## config.mk

```make
export PLATFORM = sky130hd
export DESIGN_NAME = memory_stage
export DESIGN_NICKNAME = d
export VERILOG_FILES = /design/src/rtl/memory_stage_pkg.sv /design/src/rtl/memory_stage.sv
export SDC_FILE = /design/constraint.sdc
export NUM_CORES = 1
export LEC_CHECK = 0
export CAP_MARGIN = 10
export CORE_ASPECT_RATIO = 1.1
export CORE_MARGIN = 3
export CORE_UTILIZATION = 47
export CTS_BUF_LIST = sky130_fd_sc_hd__clkbuf_16
export DETAILED_ROUTE_END_ITERATION = 8
export PLACE_DENSITY = 0.81
export SYNTH_ARGS = -nofsm -noshare
export SYNTH_HDL_FRONTEND = slang
export SYNTH_SLANG_ARGS = --single-unit
```

## constraint.sdc

```tcl
create_clock -name clk_i -period 6 [get_ports clk_i]
set_input_delay 0.9 -clock clk_i [delete_from_list [all_inputs] [get_ports clk_i]]
set_output_delay 0.9 -clock clk_i [all_outputs]
set_load 0.05 [all_outputs]
```

## src/rtl/memory_stage_pkg.sv

```systemverilog
// Shared definitions for the Y86-64 memory stage: bus widths, status codes, icodes, FSM states.
// Latency: none (types and constants only).
// Backpressure: none (types and constants only).
package memory_stage_pkg;

   localparam int STAT_W  = 3;
   localparam int ICODE_W = 4;
   localparam int DATA_W  = 64;
   localparam int ADDR_W  = 64;

   typedef logic [STAT_W-1:0]  stat_t;
   typedef logic [ICODE_W-1:0] icode_t;

   // Y86-64 status codes
   localparam stat_t SAOK = 3'd1;
   localparam stat_t SHLT = 3'd2;
   localparam stat_t SADR = 3'd3;
   localparam stat_t SINS = 3'd4;

   // Y86-64 instruction codes
   localparam icode_t IHALT   = 4'h0;
   localparam icode_t INOP    = 4'h1;
   localparam icode_t IRRMOVQ = 4'h2;
   localparam icode_t IIRMOVQ = 4'h3;
   localparam icode_t IRMMOVQ = 4'h4;
   localparam icode_t IMRMOVQ = 4'h5;
   localparam icode_t IOPQ    = 4'h6;
   localparam icode_t IJXX    = 4'h7;
   localparam icode_t ICALL   = 4'h8;
   localparam icode_t IRET    = 4'h9;
   localparam icode_t IPUSHQ  = 4'hA;
   localparam icode_t IPOPQ   = 4'hB;

   // Memory-access FSM states
   typedef enum logic [1:0] {
      MST_IDLE = 2'd0,
      MST_REQ  = 2'd1,
      MST_RESP = 2'd2,
      MST_DONE = 2'd3
   } mst_e;

   // Decoded data-memory access for the instruction sitting in M
   typedef struct packed {
      logic              rd;
      logic              wr;
      logic [ADDR_W-1:0] addr;
      logic [DATA_W-1:0] wdata;
   } acc_t;

endpackage

```

## src/rtl/memory_stage.sv

```systemverilog
// Y86-64 M stage: decodes the data access, runs it over the req/resp bus, produces valM and stat for W.
// Latency: no-access instr 1 cycle in M; access = 1 + REQ/RESP cycles + 1 DONE (best case 4), addr error 2.
// Backpressure: holds mem_req_o with stable addr/we/wdata until mem_ready_i; m_busy_o stalls the pipe until DONE.
module memory_stage
   import memory_stage_pkg::*;
#(
   parameter int MEM_BYTES = 65536,
   parameter int TIMEOUT   = 255
) (
   input  logic              clk_i,
   input  logic              rst_i,
   input  logic [STAT_W-1:0] M_stat_i,
   input  logic [ICODE_W-1:0] M_icode_i,
   input  logic [DATA_W-1:0] M_valE_i,
   input  logic [DATA_W-1:0] M_valA_i,
   input  logic              M_stall_i,
   output logic              mem_req_o,
   output logic              mem_we_o,
   output logic [ADDR_W-1:0] mem_addr_o,
   output logic [DATA_W-1:0] mem_wdata_o,
   input  logic              mem_ready_i,
   input  logic              mem_rvalid_i,
   input  logic [DATA_W-1:0] mem_rdata_i,
   input  logic              mem_err_i,
   output logic [DATA_W-1:0] m_valM_o,
   output logic [STAT_W-1:0] m_stat_o,
   output logic              m_busy_o
);

   localparam int CNT_W = (TIMEOUT < 2) ? 1 : $clog2(TIMEOUT + 1);
   localparam logic [CNT_W-1:0] CNT_LAST = CNT_W'(TIMEOUT - 1);

   mst_e              state_q;
   logic [CNT_W-1:0]  cnt_q;
   logic [DATA_W-1:0] valm_q;
   logic              err_q;

   acc_t              acc;
   logic              do_access;
   logic              addr_oob;
   logic [ADDR_W:0]   addr_end;
   logic              cnt_last;

   // Access decode: which bus operation the instruction in M needs, and where
   always_comb begin
      acc = '0;
      if (M_stat_i == SAOK) begin
         case (M_icode_i)
            IMRMOVQ: begin
               acc.rd   = 1'b1;
               acc.addr = M_valE_i;
            end
            IPOPQ, IRET: begin
               acc.rd   = 1'b1;
               acc.addr = M_valA_i;
            end
            IRMMOVQ, IPUSHQ, ICALL: begin
               acc.wr    = 1'b1;
               acc.addr  = M_valE_i;
               acc.wdata = M_valA_i;
            end
            default: ;
         endcase
      end
   end

   // One extra bit keeps addr + 8 from wrapping for addresses near 2^64
   assign addr_end  = {1'b0, acc.addr} + (ADDR_W+1)'(8);
   assign addr_oob  = addr_end > (ADDR_W+1)'(MEM_BYTES);
   assign do_access = acc.rd | acc.wr;
   assign cnt_last  = (cnt_q == CNT_LAST);

   // Access FSM with registered bus outputs; responses outside REQ/RESP are dropped
   always_ff @(posedge clk_i) begin
      if (rst_i) begin
         state_q     <= MST_IDLE;
         cnt_q       <= '0;
         mem_req_o   <= 1'b0;
         mem_we_o    <= 1'b0;
         mem_addr_o  <= '0;
         mem_wdata_o <= '0;
         valm_q      <= '0;
         err_q       <= 1'b0;
      end else begin
         case (state_q)
            MST_IDLE: begin
               if (do_access) begin
                  if (addr_oob) begin
                     state_q <= MST_DONE;
                     err_q   <= 1'b1;
                     valm_q  <= '0;
                  end else begin
                     state_q     <= MST_REQ;
                     cnt_q       <= '0;
                     mem_req_o   <= 1'b1;
                     mem_we_o    <= acc.wr;
                     mem_addr_o  <= acc.addr;
                     mem_wdata_o <= acc.wdata;
                  end
               end
            end
            MST_REQ: begin
               if (mem_ready_i && mem_rvalid_i) begin
                  mem_req_o <= 1'b0;
                  state_q   <= MST_DONE;
                  valm_q    <= mem_we_o ? '0 : mem_rdata_i;
                  err_q     <= mem_err_i;
               end else if (cnt_last) begin
                  mem_req_o <= 1'b0;
                  state_q   <= MST_DONE;
                  valm_q    <= '0;
                  err_q     <= 1'b1;
               end else if (mem_ready_i) begin
                  mem_req_o <= 1'b0;
                  state_q   <= MST_RESP;
                  cnt_q     <= cnt_q + CNT_W'(1);
               end else begin
                  cnt_q <= cnt_q + CNT_W'(1);
               end
            end
            MST_RESP: begin
               if (mem_rvalid_i) begin
                  state_q <= MST_DONE;
                  valm_q  <= mem_we_o ? '0 : mem_rdata_i;
                  err_q   <= mem_err_i;
               end else if (cnt_last) begin
                  state_q <= MST_DONE;
                  valm_q  <= '0;
                  err_q   <= 1'b1;
               end else begin
                  cnt_q <= cnt_q + CNT_W'(1);
               end
            end
            MST_DONE: begin
               if (!M_stall_i) begin
                  state_q <= MST_IDLE;
                  valm_q  <= '0;
                  err_q   <= 1'b0;
               end
            end
            default: state_q <= MST_IDLE;
         endcase
      end
   end

   // Stage outputs: pass-through unless an access owns the stage
   always_comb begin
      m_stat_o = M_stat_i;
      m_valM_o = '0;
      m_busy_o = 1'b0;
      case (state_q)
         MST_IDLE: m_busy_o = do_access;
         MST_REQ,
         MST_RESP: m_busy_o = 1'b1;
         MST_DONE: begin
            m_valM_o = valm_q;
            m_stat_o = err_q ? SADR : M_stat_i;
         end
         default: ;
      endcase
      if (rst_i) begin
         m_busy_o = 1'b0;
      end
   end

endmodule

```

==> summary.md <==
| Metric | Value |
|---|---|
| Simple-gate share of the synthesized area | `0.344` |
| Compound-Gate Fraction of Synth Area | `0.172` |
| Area of the mapped netlist | `approximately 12000 sq um` |
| Placed instance area | `approximately 17000 sq um` |
| Total negative slack | `0 ps` |
| Design Power | `approximately 3500 uW` |
| Slew headroom | `0.266` |
| Reg2reg path depth | `9` |
| Sink Count | `205` |
| Mean Syn Cell Area | `around 9 sq um` |
| Via count | `between 10000 and 15000` |
| Worst hold start | `mem_addr_o[19]$_SDFFE_PP0P_` |
| Global-route wire length before repair | `roughly 69 mm` |
| Post-CTS setup buffer count | `0` |
| Async SR Flop Fraction | `0` |
| # fillers | `about 2000` |
| Max cap viols | `0` |
| Int Power | `2540 uW` |
| Number of top-level pins | `around 400` |
| 1st-pass router iterations | `6` |
| Min-delay worst type | `register to register` |
| Hold-fix buffers, CTS | `0` |
| Die Y | `about 180 um` |
| Final antenna-violating net count | `0` |
| Critical Path Sink Type | `register` |
| Overflow after GRT | `0` |
| Power per standard cell area | `between 150 and 200 nW/um^2` |
| CTS root buf | `clkbuf_16` |
| Combinational share of power | `0.200` |
| Initial antenna violation count | `0` |
| Die W | `~160 um` |
| Worst Tran Pin Value | `around 1100 ps` |
| 1st-iter DRT viols | `1072` |
| Post-synth EDFFs | `0` |
| Sw Share | `0.276` |
| Post-Route WL | `roughly 45 mm` |
| CTS max path bufs | `3` |
| Crit Path Class | `primary input to register` |
| Period Utilization, post-route | `0.888` |
| Fin crit period | `around 5300 ps` |
| Largest family of logic cells by synthesized area | `simple AND/OR/NAND/NOR gates` |
| Total die area | `28300 sq um` |
| Post-synth top area cell | `dfxtp_1` |
| Core box area | `approximately 26000 sq um` |
| Fmax | `188 MHz` |
| Drt drc | `0` |
| Worst setup SP type | `primary input` |
| Setup slack, reg-to-reg | `between 3000 and 4000 ps` |
| CTS tree | `yes` |
| Number of port buffers | `approximately 400` |
| Adder-cell area share of the yosys netlist | `0.00809` |
| Standard-cell rows | `61` |
| Antenna diode count | `0` |
| Hold Path End | `mem_addr_o[19]$_SDFFE_PP0P_` |
| Outcome | `finished clean` |
| Clk_skew | `9.78 ps` |
| Reg clk slew, reported paths | `around 60 ps` |
| Vias per cell | `about 6` |
| CP required | `6450 ps` |
| Most frequent cell after synthesis | `dfxtp_1` |
| WP data arrival | `5780 ps` |
| Final hold violations | `0` |
| Reg2reg end | `mem_wdata_o[35]$_SDFFE_PP0P_` |
| Synth cell count leaders | `dfxtp_1 (205), nor2_1 (129), and2_1 (123), mux2i_1 (87), a22o_1 (68)` |
| Nets | `a little over 2000` |
| Post-Synth XOR/XNOR Area | `0.0163` |
| P_sw | `approximately 970 uW` |
| CTS H-tree lvls | `1` |
| Worst skew pair latency | `510 ps` |
| Post-synthesis sequential area ratio | `0.332` |
| Share of layout cells above drive strength 1 | `0.103` |
| Routed len/inst | `20.7 um` |
| Cells after Synth | `approximately 1400` |
| Total CTS buffers | `22` |
| Post-synth top area share | `0.332` |
| RSZ-0062 raised after global routing | `false` |
| Synth warn | `0` |
| Clock power frac | `0.403` |
| Syn-to-layout area delta | `44.0%` |
| Final setup fails | `0` |
| Total track usage | `0.298` |
| Resize count post-CTS | `0` |
| Final instance area | `about 18000 sq um` |
| Sequential fraction of design power | `0.397` |
| Library cells used by synthesis | `92` |
| Top cells by area, synth | `dfxtp_1 (33%), mux2i_1 (7.0%), and2_1 (6.2%)` |
| Final Max Slew Viols | `0` |
| Placer Congestion | `between 1 and 1.5` |
| Multiplexer share of the synthesized area | `0.0713` |
| Vias in the first global route | `around 12000` |
| Syn_nets | `1596` |
| Top FF cell, synth | `dfxtp_1` |
| Largest net degree at the start of global routing | `between 60 and 70` |
| Hpwl dp | `34.9 mm` |
| Launching point of the worst reg2reg path | `state_q[0]$_SDFFE_PP0P_` |
| Peak supply drop | `~0.23 mV` |
| Synthesized flop and latch total | `between 200 and 250` |
| Leak | `0.00667 uW` |
| CP max FO | `47` |
| Starting density of the core | `0.484` |
| Hold Path Cell Cnt | `1` |
cells by family (layout without fill, tap and decap cells):
| group | after synthesis | count (layout) |
|---|---|---|
| AOI/OAI and AO/OA | 270 | 270 |
| xor gates and xnor gates | 23 | 23 |
| adders and majority gates | 8 | 8 |
| buffers and inverters | 123 | 554 |
| DFF | 205 | 205 |
| muxes | 88 | 88 |
| and+or+nand+nor | 666 | 666 |
worst max-delay path, stage by stage:
cell and delay, ps:
clkdlybuf4s50_1 460, nor3b_4 440, buf_12 280, a211o_1 290
nand2_1 210, or4_4 590, or3b_1 370, a211oi_1 420
o221ai_1 310, nor4_2 320, and4_1 280, nand4_1 230
a21oi_4 230, buf_12 240, a22o_1 180
area by class of cell:
| type | count | area (sq um) | share of cell area |
|---|---|---|---|
| Inverter | 14 | 52.6 | 0.00295 |
| Timing Repair Buffer | 500 | 4880 | 0.274 |
| Clock buffer | 22 | 551 | 0.0309 |
| Sequential cell | 205 | 4100 | 0.230 |
| Multi-Input combinational cell | 1055 | 7590 | 0.426 |
| Tap cell | 346 | 433 | 0.0243 |
| Clock inverter | 18 | 201 | 0.0113 |
metrics by stage:
stage / hold slack (ps) / worst slack, ps / util / cells
2_1_floorplan: 434 / 596 / - / 1383
3_3_place_gp: 441 / 205 / 0.668 / 2120
3_5_place_dp: 443 / 173 / 0.668 / 2120
4_1_cts: 460 / 708 / 0.697 / 2160
5_1_grt: 467 / 439 / 0.697 / 2160
6_report: 455 / 671 / 0.697 / 2160
how the worst max path moves through the flow:
stage                 start                       to
2_1_floorplan   M_stat_i[1]   valm_q[0]$_SDFFE_PP0P_
6_report       M_icode_i[1]  valm_q[54]$_SDFFE_PP0P_
5_1_grt        M_icode_i[3]  valm_q[27]$_SDFFE_PP0P_
3_5_place_dp   M_icode_i[1]  valm_q[23]$_SDFFE_PP0P_
3_3_place_gp   M_icode_i[1]  valm_q[51]$_SDFFE_PP0P_
4_1_cts        M_icode_i[1]  valm_q[54]$_SDFFE_PP0P_
cells in the final DEF (no fill, tap or decap), types with 5 or more instances in the layout:
master           netlist  layout
clkdlybuf4s50_1        0     398
dfxtp_1              205     205
nor2_1               129     128
and2_1               123     123
buf_4                  1      90
mux2i_1               87      87
a22o_1                68      68
nor2b_1               67      67
nand2_1               58      58
and4b_1               52      52
nor4bb_1              47      47
a211oi_1              39      39
nand4_1               33      33
a21oi_1               29      29
nand3_1               26      26
nor3_1                24      24
o21ai_0               24      24
nor4_1                23      23
clkbuf_16              0      22
a21o_1                18      18
inv_1                 14      16
a211o_1               14      14
xnor2_1               14      14
a31oi_1               11      11
buf_12                 0      11
nand2b_1               9       9
or3_1                  9       9
xor2_1                 9       9
and4bb_2               8       8
ha_1                   8       8
and3_1                 7       7
o31ai_1                6       6
nand4b_1               6       6
o21a_1                 6       6
clkinv_1               0       6
a211oi_2               5       5
and4_1                 5       5
nor4b_1                5       5
routing by layer:
layer	share of wire	GRT usage	vias up
li1	-	-	5966
met1	0.41	0.380	6023
met2	0.49	0.523	544
met3	0.074	0.0519	74
met4	0.027	0.0774	0
met5	0	0	-
sequential cells by signal (all words and copies together), names as in the netlist:
signal,flops
mem_addr_o,64
mem_wdata_o,64
valm_q,64
cnt_q,8
state_q,2
err_q,1
mem_req_o,1
mem_we_o,1
power groups by stage:
stage / registers, uW / clock network (uW) / logic, uW
after global placement: 1430 / 0 / 682
after CTS: 1400 / 1440 / 695
after floorplan: 1440 / 0 / 392
after global routing: 1400 / 1490 / 754
final: 1400 / 1420 / 703
after detailed placement: 1430 / 0 / 692
Note: power is estimated with default switching activity, not from simulation.
==> variant (same flow settings) <==
Reset style: asynchronous (`rst_i`), changed in one clocked block.
--- a/src/rtl/memory_stage.sv
+++ b/src/rtl/memory_stage.sv
@@ -71,7 +71,7 @@
    assign cnt_last  = (cnt_q == CNT_LAST);
 
    // Access FSM with registered bus outputs; responses outside REQ/RESP are dropped
-   always_ff @(posedge clk_i) begin
+   always_ff @(posedge clk_i or posedge rst_i) begin
       if (rst_i) begin
          state_q     <= MST_IDLE;
          cnt_q       <= '0;
Check against the original RTL: not settled (the Yosys comparison gave no result); the edit may change what the design does.
==> variant against the unedited design <==
  * Sequential cell count is the same
  * Routed wire length grew 2.2%
  * Register-to-register slack lost 0.35 ns
  * Die area grew 4.2%
  * Worst setup slack lost 0.24 ns
  * Critical endpoint is now mem_wdata_o[0]
  * Highest routed layer unchanged
  * Final area grew 3.7%
  * Area after synthesis grew 4.3%
  * Clock skew shrank 0.0011 ns
Power is not compared: it rests on default switching activity, and its combinational part moved more than twofold at a synthesized area within 25%.
==> variant: results (changes against the unedited design) <==
YOSYSWARNINGCOUNT=0  # unchanged
SWITCHING_SHARE=0.359
WORST_R2R_STARTPOINT='state_q[0]'
OUTCOME='completed'
WORSTHOLDPATHTYPE='flop to flop'
NUMPORTBUFFERS=402  # unchanged
GRTUSAGETOTAL=0.301  # +0.00306
MAX_CAP_VIOLATIONS=0  # unchanged
RR_ENDPOINT='cnt_q[7]'
ROUTABILITYCONGESTION=1.03  # -0.72%
GROUTE.LAYER.MET3.USAGE=0.0712  # +0.0194
FF2FF_PATH_DEPTH=7  # -2
FIRST_PASS_GRT_WIRE_LENGTH_MM=71.5  # +2.9%
ROUTE.FINAL.WIRE_LENGTH_MM=45.7  # +2.2%
WORSTSETUPENDPOINT='mem_wdata_o[0]'
REG.LARGEST.LIST='mem_addr_o x64, mem_wdata_o x64, valm_q x64'
CTS-HTREE-LEVELS=1  # unchanged
VIOLATION_COUNT_AFTER_THE_FIRST_DETAILED_ROUTING_ITERATION=1063  # -0.84%
FINAL_LAYOUT_SIZE_SUFFIX_GT1_FRAC=0.113  # +0.0105
SYNTH-ASYNC-RESET-RATIO=1.00  # +1.00
GRT_ANTENNA_BEFORE_REPAIR=0  # unchanged
MET1_RESOURCE_USE_GR=0.387  # +0.00750
NUMBER_OF_NETS_IN_THE_LAYOUT=2011  # unchanged
GRT_MAX_DEGREE=156  # +130%
GR-USAGE-MET2=0.491  # -0.0330
SYNTHDISTINCTLIBCELLS=89  # -3.3%
CTS_SETUP_BUFFERS=0  # unchanged
DETAILEDPLACEMENTHPWL_MM=34.4  # -1.7%
P_LEAK_nW=8.11
CTSROOTBUFFERMASTER='sky130_fd_sc_hd__clkbuf_16'
SYNTH_FP_NETS=1587  # -0.56%
WORST_CLOCK_SKEW_NS=0.00872  # -0.00106 ns
DETAIL_ROUTE.FIRST_PASS.ITERATIONS=5  # -1
YS_TOP_CELLS_BY_AREA='sky130_fd_sc_hd__dfrtp_1, sky130_fd_sc_hd__a22o_1, sky130_fd_sc_hd__nand3_1, sky130_fd_sc_hd__and4b_1, sky130_fd_sc_hd__nor4bb_1'
PLACED_CELLS=2130  # +0.47%
CLKLATENCYLATEPIN_NS=0.54  # +0.03 ns
CTSLONGESTPATHBUFFERS=3  # unchanged
IR_WORST_VDD_uV=271
CLKSLEWWORSTSETUPHOLDPATHS_NS=0.06  # about the same
SYNTHESIS.AREA_PER_INSTANCE_UM2=9.39  # +5.0%
RELATIVE_SLEW_MARGINS=0.266  # about the same
TRITONCTS.NUM_BUFFERS=23  # +4.5%
ANTENNA_CELLS=0  # unchanged
AVGVIACOUNTPERCELL=5.92  # +1.4%
CRIT_PATH_START='M_stat_i[1]'
YOSYSSEQAREASHARE=0.397  # +0.0657
POST_DRT_WL_PER_CELL_UM=21.1  # +1.7%
CRITICAL_PATH_PEAK_FANOUT=23  # -51%
RRSETUPSLACK_NS=3.15  # -0.35 ns
SYNTHTOPCELLSBYCOUNT='sky130_fd_sc_hd__dfrtp_1, sky130_fd_sc_hd__nand3_1, sky130_fd_sc_hd__inv_1'
[variant: worst min path at each step]
stage            endpoint  slack [ns]        from  cells after the start
2_1_floorplan    cnt_q[4]        0.44    cnt_q[4]                      1
4_1_cts        valm_q[16]        0.49  valm_q[16]                      1
5_1_grt        valm_q[50]        0.50  valm_q[50]                      1
3_3_place_gp     cnt_q[4]        0.46    cnt_q[4]                      1
3_5_place_dp   valm_q[11]        0.48  valm_q[11]                      1
6_report       valm_q[57]        0.49  valm_q[57]                      1
[variant: cells by family after synthesis]
kind of cell | Yosys count | share of synthesized area
AOI/OAI and AO/OA | 312 | 0.173
xor gates and xnor gates | 12 | 0.00814
adders and majority gates | 8 | 0.00775
buffers and inverters | 191 | 0.0698
DFF | 205 | 0.397
muxes | 35 | 0.0289
and+or+nand+nor | 611 | 0.315
[variant: critical path: stages]
cell and delay, ns:
sky130_fd_sc_hd__clkdlybuf4s50_1 0.47, sky130_fd_sc_hd__or3b_2 0.62, sky130_fd_sc_hd__buf_4 0.23, sky130_fd_sc_hd__a31oi_1 0.28
sky130_fd_sc_hd__nor2b_1 0.32, sky130_fd_sc_hd__nand4_1 0.29, sky130_fd_sc_hd__or4_1 0.69, sky130_fd_sc_hd__o21ai_1 0.18
sky130_fd_sc_hd__nand3_1 0.09, sky130_fd_sc_hd__or4_1 0.58, sky130_fd_sc_hd__nor4_4 0.40, sky130_fd_sc_hd__and4_4 0.30
sky130_fd_sc_hd__buf_12 0.19, sky130_fd_sc_hd__buf_4 0.23, sky130_fd_sc_hd__nand3_1 0.09, sky130_fd_sc_hd__o21ai_1 0.12
[variant: routing by layer]
metal,wire [um],part of all wire
met1,18800,0.41
met2,21200,0.46
met3,3670,0.080
met4,2040,0.045
met5,0,0
[variant: power groups by stage]
stage | sequential, mW | combinational, mW | clock, mW
final | 1.68 | 1.61 | 1.37
after global routing | 1.70 | 1.73 | 1.46
after floorplan | 1.80 | 0.974 | 0
after detailed placement | 1.70 | 1.60 | 0
after CTS | 1.68 | 1.61 | 1.40
after global placement | 1.69 | 1.57 | 0
[variant: cell type report]
cell class / instances / area [um2]
fillers: 2093 / 8570
multi-input cells: 978 / 6910
flip-flops and latches: 205 / 5130
repair buffers: 504 / 4940
clock buffers: 23 / 576
well taps: 357 / 447
inverters: 86 / 327
clock inverters: 17 / 140
[variant: per-stage QoR]
step	total power, mW	area (um2)	setup slack (ns)	util
final	4.67	18500	0.429	0.683
after global routing	4.89	18500	0.166	0.683
after CTS	4.68	18500	0.506	0.683
after detailed placement	3.30	17800	-0.0385	0.657
after global placement	3.26	17800	0.00859	0.657
after floorplan	2.77	12900	0.0171	-
